===== config.mk =====
export PLATFORM = sky130hd
export DESIGN_NAME = led_chase_sequencer_flat
export DESIGN_NICKNAME = d
export VERILOG_FILES = /design/src/rtl/led_chase_if.sv /design/src/rtl/led_chase_sequencer.sv /design/src/flat_wrapper.sv
export SDC_FILE = /design/constraint.sdc
export NUM_CORES = 1
export LEC_CHECK = 0
export CORE_MARGIN = 1.5
export CORE_UTILIZATION = 48
export DETAILED_ROUTE_END_ITERATION = 6
export PLACE_DENSITY = 0.77
export SLEW_MARGIN = 20
export SYNTH_ARGS = -nofsm -noshare
export SYNTH_HDL_FRONTEND = slang
export SYNTH_SLANG_ARGS = --single-unit
export TNS_END_PERCENT = 5

===== constraint.sdc =====
create_clock -name clk -period 2.6 [get_ports clk]
set_clock_uncertainty 0.1 [all_clocks]
set_input_delay 0.78 -clock clk [delete_from_list [all_inputs] [get_ports clk]]
set_output_delay 0.78 -clock clk [all_outputs]
set_load 0.02 [all_outputs]

===== src/rtl/led_chase_if.sv =====
// Board-side signal bundle for the LED chase sequencer: enable, rate switch and mode in; LED bar, toggle pin and step pulse out.
interface led_chase_if #(
  parameter int NLED = 8
);
  logic            enable;
  logic            switch;
  logic [1:0]      mode;
  logic [NLED-1:0] led;
  logic            outpin;
  logic            step;

  modport master (
    output enable, switch, mode,
    input  led, outpin, step
  );

  modport slave (
    input  enable, switch, mode,
    output led, outpin, step
  );
endinterface


===== src/rtl/led_chase_sequencer.sv =====
// Step scheduler for the LED wheel bar: rate divider, display FSM (off/chase/blink/ping-pong), LED and toggle-pin drive.
// Optional switch debouncer enabled by defining DEBOUNCE_EN.
module led_chase_sequencer #(
  parameter int NLED       = 8,
  parameter int FAST_DIV   = 100000,
  parameter int SLOW_DIV   = 10000000,
  parameter int DEB_CYCLES = 50000
) (
  input  logic        clk,
  input  logic        rst,
  led_chase_if.slave  bus
);

  localparam int CW = $clog2(SLOW_DIV);
  localparam int PW = $clog2(NLED);

  localparam logic [CW-1:0]   FAST_LAST = CW'(FAST_DIV - 1);
  localparam logic [CW-1:0]   SLOW_LAST = CW'(SLOW_DIV - 1);
  localparam logic [PW-1:0]   LAST_POS  = PW'(NLED - 1);
  localparam logic [NLED-1:0] LED_POS0  = NLED'(1);

  if (NLED < 2 || FAST_DIV < 2 || SLOW_DIV < FAST_DIV || DEB_CYCLES < 1) begin : g_bad_params
    $error("led_chase_sequencer: invalid parameter set");
  end

  typedef enum logic {ST_IDLE, ST_RUN} state_e;
  typedef enum logic {DIR_UP = 1'b0, DIR_DOWN = 1'b1} dir_e;
  typedef enum logic [1:0] {
    MODE_OFF   = 2'b00,
    MODE_CHASE = 2'b01,
    MODE_BLINK = 2'b10,
    MODE_PING  = 2'b11
  } mode_e;

  state_e          state_q, state_d;
  dir_e            dir_q,   dir_d;
  mode_e           mode_q,  mode_d;
  logic [CW-1:0]   ctr_q,   ctr_d;
  logic [PW-1:0]   pos_q,   pos_d;
  logic [NLED-1:0] led_q,   led_d;
  logic            out_q,   out_d;
  logic            step_q,  step_d;
  logic            fast_q,  fast_d;

  // Two-flop synchroniser for the asynchronous rate switch pad.
  logic sw_meta_q, sw_s_q;
  always_ff @(posedge clk or posedge rst) begin
    if (rst) begin
      sw_meta_q <= 1'b0;
      sw_s_q    <= 1'b0;
    end else begin
      sw_meta_q <= bus.switch;
      sw_s_q    <= sw_meta_q;
    end
  end

  logic rate_sel;

`ifdef DEBOUNCE_EN
  localparam int DW = $clog2(DEB_CYCLES + 1);

  logic [DW-1:0] deb_cnt_q, deb_cnt_d;
  logic          rate_q,    rate_d;

  // Counts consecutive cycles the synchronised switch disagrees with the accepted rate; any agreement restarts it.
  always_comb begin
    deb_cnt_d = '0;
    rate_d    = rate_q;
    if (sw_s_q != rate_q) begin
      if (deb_cnt_q == DW'(DEB_CYCLES - 1)) begin
        rate_d = sw_s_q;
      end else begin
        deb_cnt_d = deb_cnt_q + 1'b1;
      end
    end
  end

  always_ff @(posedge clk or posedge rst) begin
    if (rst) begin
      deb_cnt_q <= '0;
      rate_q    <= 1'b0;
    end else begin
      deb_cnt_q <= deb_cnt_d;
      rate_q    <= rate_d;
    end
  end

  assign rate_sel = rate_q;
`else
  assign rate_sel = sw_s_q;
`endif

  logic [CW-1:0] ctr_last;
  assign ctr_last = fast_q ? FAST_LAST : SLOW_LAST;

  // NOTE: every signal driven here gets a default before the case so no path leaves one unassigned (no latches).
  always_comb begin
    state_d = state_q;
    dir_d   = dir_q;
    mode_d  = mode_q;
    ctr_d   = ctr_q;
    pos_d   = pos_q;
    led_d   = led_q;
    out_d   = out_q;
    step_d  = 1'b0;
    fast_d  = fast_q;

    unique case (state_q)
      ST_IDLE: begin
        // Display state is forgotten while idle, so re-enabling always starts the pattern from its entry value.
        ctr_d  = '0;
        pos_d  = '0;
        dir_d  = DIR_UP;
        led_d  = '0;
        mode_d = MODE_OFF;
        if (bus.enable) state_d = ST_RUN;
      end

      ST_RUN: begin
        if (!bus.enable) begin
          // Idle wins over a coincident step boundary: no pulse, no toggle.
          state_d = ST_IDLE;
          ctr_d   = '0;
          pos_d   = '0;
          dir_d   = DIR_UP;
          led_d   = '0;
          mode_d  = MODE_OFF;
        end else if (ctr_q == ctr_last) begin
          ctr_d  = '0;
          step_d = 1'b1;
          out_d  = ~out_q;
          fast_d = rate_sel;
          mode_d = mode_e'(bus.mode);
          if (mode_d != mode_q) begin
            pos_d = '0;
            dir_d = DIR_UP;
            unique case (mode_d)
              MODE_OFF:   led_d = '0;
              MODE_BLINK: led_d = '1;
              default:    led_d = LED_POS0;
            endcase
          end else begin
            unique case (mode_q)
              MODE_OFF: led_d = '0;
              MODE_CHASE: begin
                pos_d = (pos_q == LAST_POS) ? '0 : pos_q + 1'b1;
                led_d = LED_POS0 << pos_d;
              end
              MODE_BLINK: led_d = (led_q == '0) ? '1 : '0;
              MODE_PING: begin
                // Direction flips as the position leaves an end, so each end is shown exactly once.
                if (dir_q == DIR_UP) begin
                  if (pos_q == LAST_POS) begin
                    pos_d = pos_q - 1'b1;
                    dir_d = DIR_DOWN;
                  end else begin
                    pos_d = pos_q + 1'b1;
                  end
                end else begin
                  if (pos_q == '0) begin
                    pos_d = pos_q + 1'b1;
                    dir_d = DIR_UP;
                  end else begin
                    pos_d = pos_q - 1'b1;
                  end
                end
                led_d = LED_POS0 << pos_d;
              end
              default: led_d = '0;
            endcase
          end
        end else begin
          ctr_d = ctr_q + 1'b1;
        end
      end

      default: state_d = ST_IDLE;
    endcase
  end

  // NOTE: state registers use non-blocking assignments so all flops update together from pre-edge values.
  always_ff @(posedge clk or posedge rst) begin
    if (rst) begin
      state_q <= ST_IDLE;
      dir_q   <= DIR_UP;
      mode_q  <= MODE_OFF;
      ctr_q   <= '0;
      pos_q   <= '0;
      led_q   <= '0;
      out_q   <= 1'b0;
      step_q  <= 1'b0;
      fast_q  <= 1'b0;
    end else begin
      state_q <= state_d;
      dir_q   <= dir_d;
      mode_q  <= mode_d;
      ctr_q   <= ctr_d;
      pos_q   <= pos_d;
      led_q   <= led_d;
      out_q   <= out_d;
      step_q  <= step_d;
      fast_q  <= fast_d;
    end
  end

  assign bus.led    = led_q;
  assign bus.outpin = out_q;
  assign bus.step   = step_q;

endmodule

===== src/flat_wrapper.sv =====
// flat-port wrapper written by rule: the top's interface ports become plain ports
module led_chase_sequencer_flat 
#(
  parameter int NLED       = 8,
  parameter int FAST_DIV   = 100000,
  parameter int SLOW_DIV   = 10000000,
  parameter int DEB_CYCLES = 50000
)
  (clk, rst, bus_enable, bus_switch, bus_mode, bus_led, bus_outpin, bus_step);
  led_chase_if #(.NLED(NLED)) bus_i ();
  input  logic clk;
  input  logic rst;
  input wire logic [$bits(bus_i.enable)-1:0] bus_enable;
  input wire logic [$bits(bus_i.switch)-1:0] bus_switch;
  input wire logic [$bits(bus_i.mode)-1:0] bus_mode;
  output wire logic [$bits(bus_i.led)-1:0] bus_led;
  output wire logic [$bits(bus_i.outpin)-1:0] bus_outpin;
  output wire logic [$bits(bus_i.step)-1:0] bus_step;
  assign bus_i.enable = bus_enable;
  assign bus_i.switch = bus_switch;
  assign bus_i.mode = bus_mode;
  assign bus_led = bus_i.led;
  assign bus_outpin = bus_i.outpin;
  assign bus_step = bus_i.step;
  led_chase_sequencer #(.NLED(NLED), .FAST_DIV(FAST_DIV), .SLOW_DIV(SLOW_DIV), .DEB_CYCLES(DEB_CYCLES)) u_core (.clk(clk), .rst(rst), .bus(bus_i));
endmodule

==> reports/metrics.cfg, run 1 <==
[synth]
synth.area.mux_share_pct = 0.473
synth_seq_cells = 44
ys_warn_count = 0
synth_compound_area_share_pct = 10.3
syn_nets = 259
syn_inst = 248
ys_seq_area_share_pct = 46.3
synthSimpleGateAreaFrac_pct = 27.0
ys_async_sr_fraction_pct = 100
synth_edf_count = 0
synth_flop_cell = dfrtp_1
synth_xor_area_share_pct = 9.57
avgSynthCellArea_um2 = 9.60
ys_types = 47
synth_top_family_by_area = simple AND/OR/NAND/NOR gates
yosys.area_share.adder_pct = 2.63
synth_area_um2 = 2380

[pwr]
power-per-cell-area_nw_per_um2 = 520
ir_worst_vdd_uv = 377
p_leak_nw = 1.11

[global_routing]
grt.overflow.total = 0
grt_util_met2_pct = 32.7
grt_pass1_wl_mm = 8.78
grt_pass1_vias = 1843
grtUsageTotal_pct = 21.2
grt-busiest-layer = met2
grt_use_met1_pct = 31.1
met3_usage_pct = 4.66
grt_max_degree = 45
antenna_found_initial = 0

[clock_tree]
clk_latency_ps = 290
clock_sinks = 44
post_cts_buffers = 0
cts_hold_buf = 0
cts_resized = 0
clk_pin_slew_worst_paths_ps = 90
clock_path_buffers = 2
numCtsBuffers = 5
cts-root-buf = clkbuf_8
htreeDepth = 2
cts_tree = built

[timing]
finalCritPeriodShare_pct = 90.2
final_hold_viol_count = 0
maxClockFrequency_ghz = 0.426
worst_slack_ps = 254
setup_tns_ps = 0
setup_violations = 0
worst_pin_slew_ps = 737
period_needed_ps = 2350
drv_slew = 0
slew_headroom_pct = 50.6
rsz0062_at_grt = no

[hold_path]
holdCritPathClass = reg -> reg

[die]
die_area_um2 = 5390
ios = 16
start_util_pct = 50.1
die_w_um = 73.4
rows = 25
chipHeight_um = 73.4
core_um2 = 4750

[route]
drt_pre_antenna_iters = 4
drc = 0
vias = 1922
antenna_left = 0
avgRoutedWirePerCell_um = 15.4
wl_mm = 5.16
dr.first_iter.drc_count = 126
via_per_inst = 5.72

[final_layout]
synthToLayoutAreaGrowth_pct = 17.8
utilization_pct = 59.0
drive_above_1_share_pct = 10.0
n_antenna_cell = 0
final_nets = 279

[critical_path]
crit_path_max_fanout = 7
endpoint_kind = register
required_ps = 2700
cp-start-kind = primary input
crit_arrival_ps = 2450
crit_type = in -> reg

[placed_design]
portBuffers = 15
place_ws_ps = 81.9
dp_hpwl_mm = 3.62
place_congestion = 0.921

[run]
max-cap-violations = 0

[run_status]
status = finished, final reports clean

==> final timing paths <==
| kind | startpoint | endpoint | slack, ps | cells past startpoint |
|---|---|---|---|---|
| max | bus_mode[0] | u_core.bus.led[1]$_DFFE_PP0P_ | 250 | 6 |
| min | u_core.sw_meta_q$_DFF_PP0_ | u_core.rate_sel$_DFF_PP0_ | 250 | 0 |
| max reg2reg | u_core.ctr_q[0]$_DFF_PP0_ | u_core.mode_q[0]$_DFFE_PP0P_ | 290 | 6 |
| min reg2reg | u_core.sw_meta_q$_DFF_PP0_ | u_core.rate_sel$_DFF_PP0_ | 250 | 0 |
| max in group asynchronous | rst | u_core.bus.led[3]$_DFFE_PP0P_ | 1460 | 3 |
| min in group asynchronous | rst | u_core.pos_q[0]$_DFFE_PP0P_ | 730 | 3 |
==> cell usage after synthesis, types with 2 or more instances <==
cell	instances	share of area, %
nor4b_1	2	0.74
nor3_1	7	1.5
a31oi_1	3	0.79
or3_1	2	0.53
a21o_1	2	0.63
o221ai_1	4	1.5
xnor2_1	15	5.5
clkbuf_1	6	0.95
ha_1	5	2.6
and4_1	3	1.1
nor3b_1	2	0.63
a21oi_1	3	0.63
nand3_1	22	4.6
nand4b_1	2	0.74
nand2_2	2	0.53
buf_4	2	0.63
nand4_1	13	3.4
inv_1	9	1.4
a22o_1	3	1.1
nor2_1	28	4.4
nor2b_1	3	0.79
nand2b_1	3	0.79
nand2_1	15	2.4
buf_2	3	0.63
o211ai_1	4	1.3
and3_1	7	1.8
nor4_1	5	1.3
xor2_1	11	4.0
dfrtp_1	44	46
==> through the flow <==
| stage | hold WS [ps] | total power [mW] | cell area, µm² | instances |
|---|---|---|---|---|
| 6_report | 253 | 1.46 | 2800 | 336 |
| 5_1_grt | 259 | 1.50 | 2800 | 336 |
| 4_1_cts | 257 | 1.47 | 2800 | 336 |
| 3_5_place_dp | 237 | 0.760 | 2650 | 328 |
| 3_3_place_gp | 234 | 0.759 | 2650 | 328 |
| 2_1_floorplan | 231 | 0.734 | 2380 | 248 |
==> routing by layer <==
metal	vias up	routed length [µm]	part of all wire, %
met3	4	234	4.5
met4	0	33	0.64
met2	48	2410	47
li1	928	-	-
met1	942	2490	48
met5	-	0	0
==> cell families (layout without fill, tap and decap cells) <==
logic type               Yosys count  after routing
buffers and inverters             21             42
AO/OA/AOI/OAI                     30             30
multiplexers                       1              1
AND/OR/NAND/NOR                  121            121
flip-flops                        44             44
XOR/XNOR                          26             26
adder cells (fa/ha/maj)            5              5
==> worst max-delay path: stages <==
cell             delay (ps)
clkdlybuf4s50_1         460
xnor2_1                 260
a21oi_1                 120
nor3_1                  320
nand3_1                 330
o221ai_1                180
==> power breakdown <==
group	switching (mW)	internal [mW]	total, mW
sequential	0.00229	0.687	0.690
clock	0.233	0.480	0.713
combinational	0.0350	0.0209	0.0559
==> state kept, by name (all words and copies together), names as in the netlist <==
name	count
u_core.ctr_q	24
u_core.bus.led	8
u_core.pos_q	3
u_core.mode_q	2
u_core.bus.outpin	1
u_core.bus.step	1
u_core.dir_q	1
u_core.fast_q	1
u_core.rate_sel	1
u_core.state_q	1
u_core.sw_meta_q	1
==> layout make-up <==
type / instances / area, µm²
inverter: 9 / 33.8
timing repair buffer: 25 / 238
sequential: 44 / 1100
fill: 429 / 1950
clock inverter: 3 / 90.1
tap: 67 / 83.8
clock buffer: 5 / 68.8
multi-input combinational: 183 / 1190
==> cell usage in the layout, fill, tap and decap left out, types with 8 or more instances in the layout <==
cell	instances
nand3_1	22
nand2_1	15
clkdlybuf4s50_1	15
xnor2_1	15
inv_1	8
dfrtp_1	44
nor2_1	28
buf_4	9
nand4_1	13
xor2_1	11
Note: power is estimated with default switching activity, not from simulation.
==> run 2: changes to the inputs <==
- CTS_CLUSTER_DIAMETER: unset -> 40
- SETUP_SLACK_MARGIN: unset -> 0.05
- SKIP_LAST_GASP: unset -> 1
==> results of run 2 <==
Same layout as run 1: the final DEF is identical, and so are final timing and power.
==> run 3: changes to the inputs <==
--- a/config.mk
+++ b/config.mk
@@ -10,4 +10,5 @@
 export CTS_CLUSTER_DIAMETER = 40
 export DETAILED_ROUTE_END_ITERATION = 6
+export GPL_TIMING_DRIVEN = 0
 export PLACE_DENSITY = 0.77
 export SETUP_SLACK_MARGIN = 0.05
==> constraint.sdc (replaced) <==
create_clock -name clk -period 2.6 [get_ports clk]
set_clock_uncertainty 0.1 [all_clocks]
set_input_delay 0.26 -clock clk [delete_from_list [all_inputs] [get_ports clk]]
set_output_delay 0.26 -clock clk [all_outputs]
set_load 0.02 [all_outputs]
==> reports/metrics.cfg, run 3 (same netlist as run 1, synthesis figures left out) <==
[run_status]
status = finished, final reports clean

[placed_design]
dp_hpwl_mm = 3.66  ; +1.0%
portBuffers = 15  ; unchanged
dp_cells = 331  ; +0.91%
placed_area_um2 = 2630  ; -0.43%
place_congestion = 0.856  ; -7.1%

[critical_path]
ff2ff_setup_slack_ps = 280  ; about the same
critPathLaunch = u_core.ctr_q[0]$_DFF_PP0_
path_cells = ha_1 -> and4_1 -> nand4_1 -> a211oi_4 -> mux2_2
r2r_cells = 5  ; -1
cp.buffers_inverters = 0  ; -1
crit_path_end = u_core.fast_q$_DFFE_PP0P_
endpoint_kind = register
crit_path_max_fanout = 8  ; +1
required_ps = 2690  ; about the same
crit_type = reg -> reg
rr_endpoint = u_core.fast_q$_DFFE_PP0P_
r2r-start = u_core.ctr_q[0]$_DFF_PP0_
cp.depth = 5  ; -1
cp-start-kind = register
critPathSlowestCell = a211oi_4
cp_top_family = compound AO/OA/AOI/OAI gates
crit_path_max_incr_delay_ps = 570  ; +110 ps
crit_arrival_ps = 2420  ; -30 ps

[final_layout]
final_cell_mix = dfrtp_1 (44), nor2_1 (28), nand3_1 (22)
n_antenna_cell = 0  ; unchanged
fin_area_um2 = 2750  ; -2.0%
multi_input_comb_area_um2 = 1190  ; unchanged
final_nets = 282  ; +1.1%
regMostFlops = u_core.ctr_q
drive_above_1_share_pct = 8.82  ; -1.2 points
largest_register_ff_count = 24  ; unchanged
synthToLayoutAreaGrowth_pct = 15.5
regArea_um2 = 1100  ; unchanged
mostFrequentLayoutCell = dfrtp_1
nFillCells = 436  ; +1.6%
fin_cells = 339  ; +0.89%
utilization_pct = 57.8  ; -1.2 points

[route]
via_per_inst = 5.71  ; -0.16%
dr.first_iter.drc_count = 117  ; -7.1%
antenna_left = 0  ; unchanged
avgRoutedWirePerCell_um = 15.4  ; +0.13%
drt_pre_antenna_iters = 4  ; unchanged
vias = 1936  ; +0.73%
drc = 0  ; unchanged
wl_mm = 5.21  ; +1.0%

[timing]
final_hold_viol_count = 0  ; unchanged
hold_ws_ps = 100  ; -153 ps
rsz0062_at_grt = no
maxClockFrequency_ghz = 0.431  ; +0.99%
worst_pin_slew_ps = 767  ; +29.7 ps
setup_tns_ps = 0  ; unchanged
finalCritPeriodShare_pct = 89.3  ; -0.88 points
period_needed_ps = 2320  ; -22.9 ps
drv_slew = 0  ; unchanged
slew_headroom_pct = 48.4  ; -2.2 points
setup_violations = 0  ; unchanged

[clock_tree]
clock_sinks = 44  ; unchanged
htreeDepth = 2  ; unchanged
post_cts_buffers = 0  ; unchanged
numCtsBuffers = 5  ; unchanged
cts_resized = 0  ; unchanged
cts_hold_buf = 0  ; unchanged
clock_path_buffers = 2  ; unchanged
clk_latency_ps = 300  ; about the same
cts-root-buf = clkbuf_8
clk_pin_slew_worst_paths_ps = 90  ; about the same
cts_tree = built

[global_routing]
grt_max_degree = 35  ; -22%
grt_pass1_wl_mm = 8.91  ; +1.5%
grt.overflow.total = 0  ; unchanged
grtUsageTotal_pct = 21.9  ; +0.70 points
grt_pass1_vias = 1816  ; -1.5%
antenna_found_initial = 0  ; unchanged

[die]
rows = 25  ; unchanged
start_util_pct = 50.1  ; unchanged
chipHeight_um = 73.4  ; unchanged
die_w_um = 73.4  ; unchanged
core_um2 = 4750  ; unchanged
die_area_um2 = 5390  ; unchanged
ios = 16  ; unchanged

[run]
max-cap-violations = 0  ; unchanged

[pwr]
ir_worst_vdd_uv = 334  ; -11%
power-per-cell-area_nw_per_um2 = 467  ; -10%
p_leak_nw = 1.07  ; -3.2%

[hold_path]
holdCritPathClass = in -> async

run 3: cell count changes in the layout (fill, tap and decap cells not counted), moves of 2 or more:
cell,previous run,this run
buf_4,9,2
clkbuf_1,0,6
bufinv_16,3,1
buf_2,0,3
run 3: report_power, final:
part	switching, mW	internal [mW]	total [mW]
Clock	0.250	0.289	0.539
Combinational	0.0363	0.0188	0.0551
Sequential	0.00224	0.687	0.690
run 3: worst min path at each step:
stage                                    start                          to  cells past startpoint
floorplan                           bus_enable    u_core.state_q$_DFF_PP0_                      0
global placement    u_core.sw_meta_q$_DFF_PP0_   u_core.rate_sel$_DFF_PP0_                      0
detailed placement  u_core.sw_meta_q$_DFF_PP0_   u_core.rate_sel$_DFF_PP0_                      0
CTS                                        rst  u_core.ctr_q[13]$_DFF_PP0_                      2
global route                               rst   u_core.ctr_q[7]$_DFF_PP0_                      2
finish                                     rst   u_core.ctr_q[7]$_DFF_PP0_                      2
run 3: area by class of cell:
cell class | instances | area share [%]
clock buffer | 5 | 2.50
multi-input combinational | 183 | 43.2
clock inverter | 3 | 1.68
tap | 67 | 3.05
sequential | 44 | 40.1
inverter | 9 | 1.23
buffer | 12 | 2.05
timing repair buffer | 16 | 6.19
run 3: stage by stage:
step	power, mW	setup slack [ps]
floorplan	0.734	614
global placement	0.754	303
detailed placement	0.759	313
CTS	1.30	318
global route	1.33	217
finish	1.28	277
run 3: layer usage:
layer  vias to the layer above  GRT usage [%]  wire, µm
li1                        933              -         -
met1                       952           33.1      2600
met2                        44           30.3      2300
met3                         7           5.08       232
met4                         0           8.23        80
met5                         -              0         0
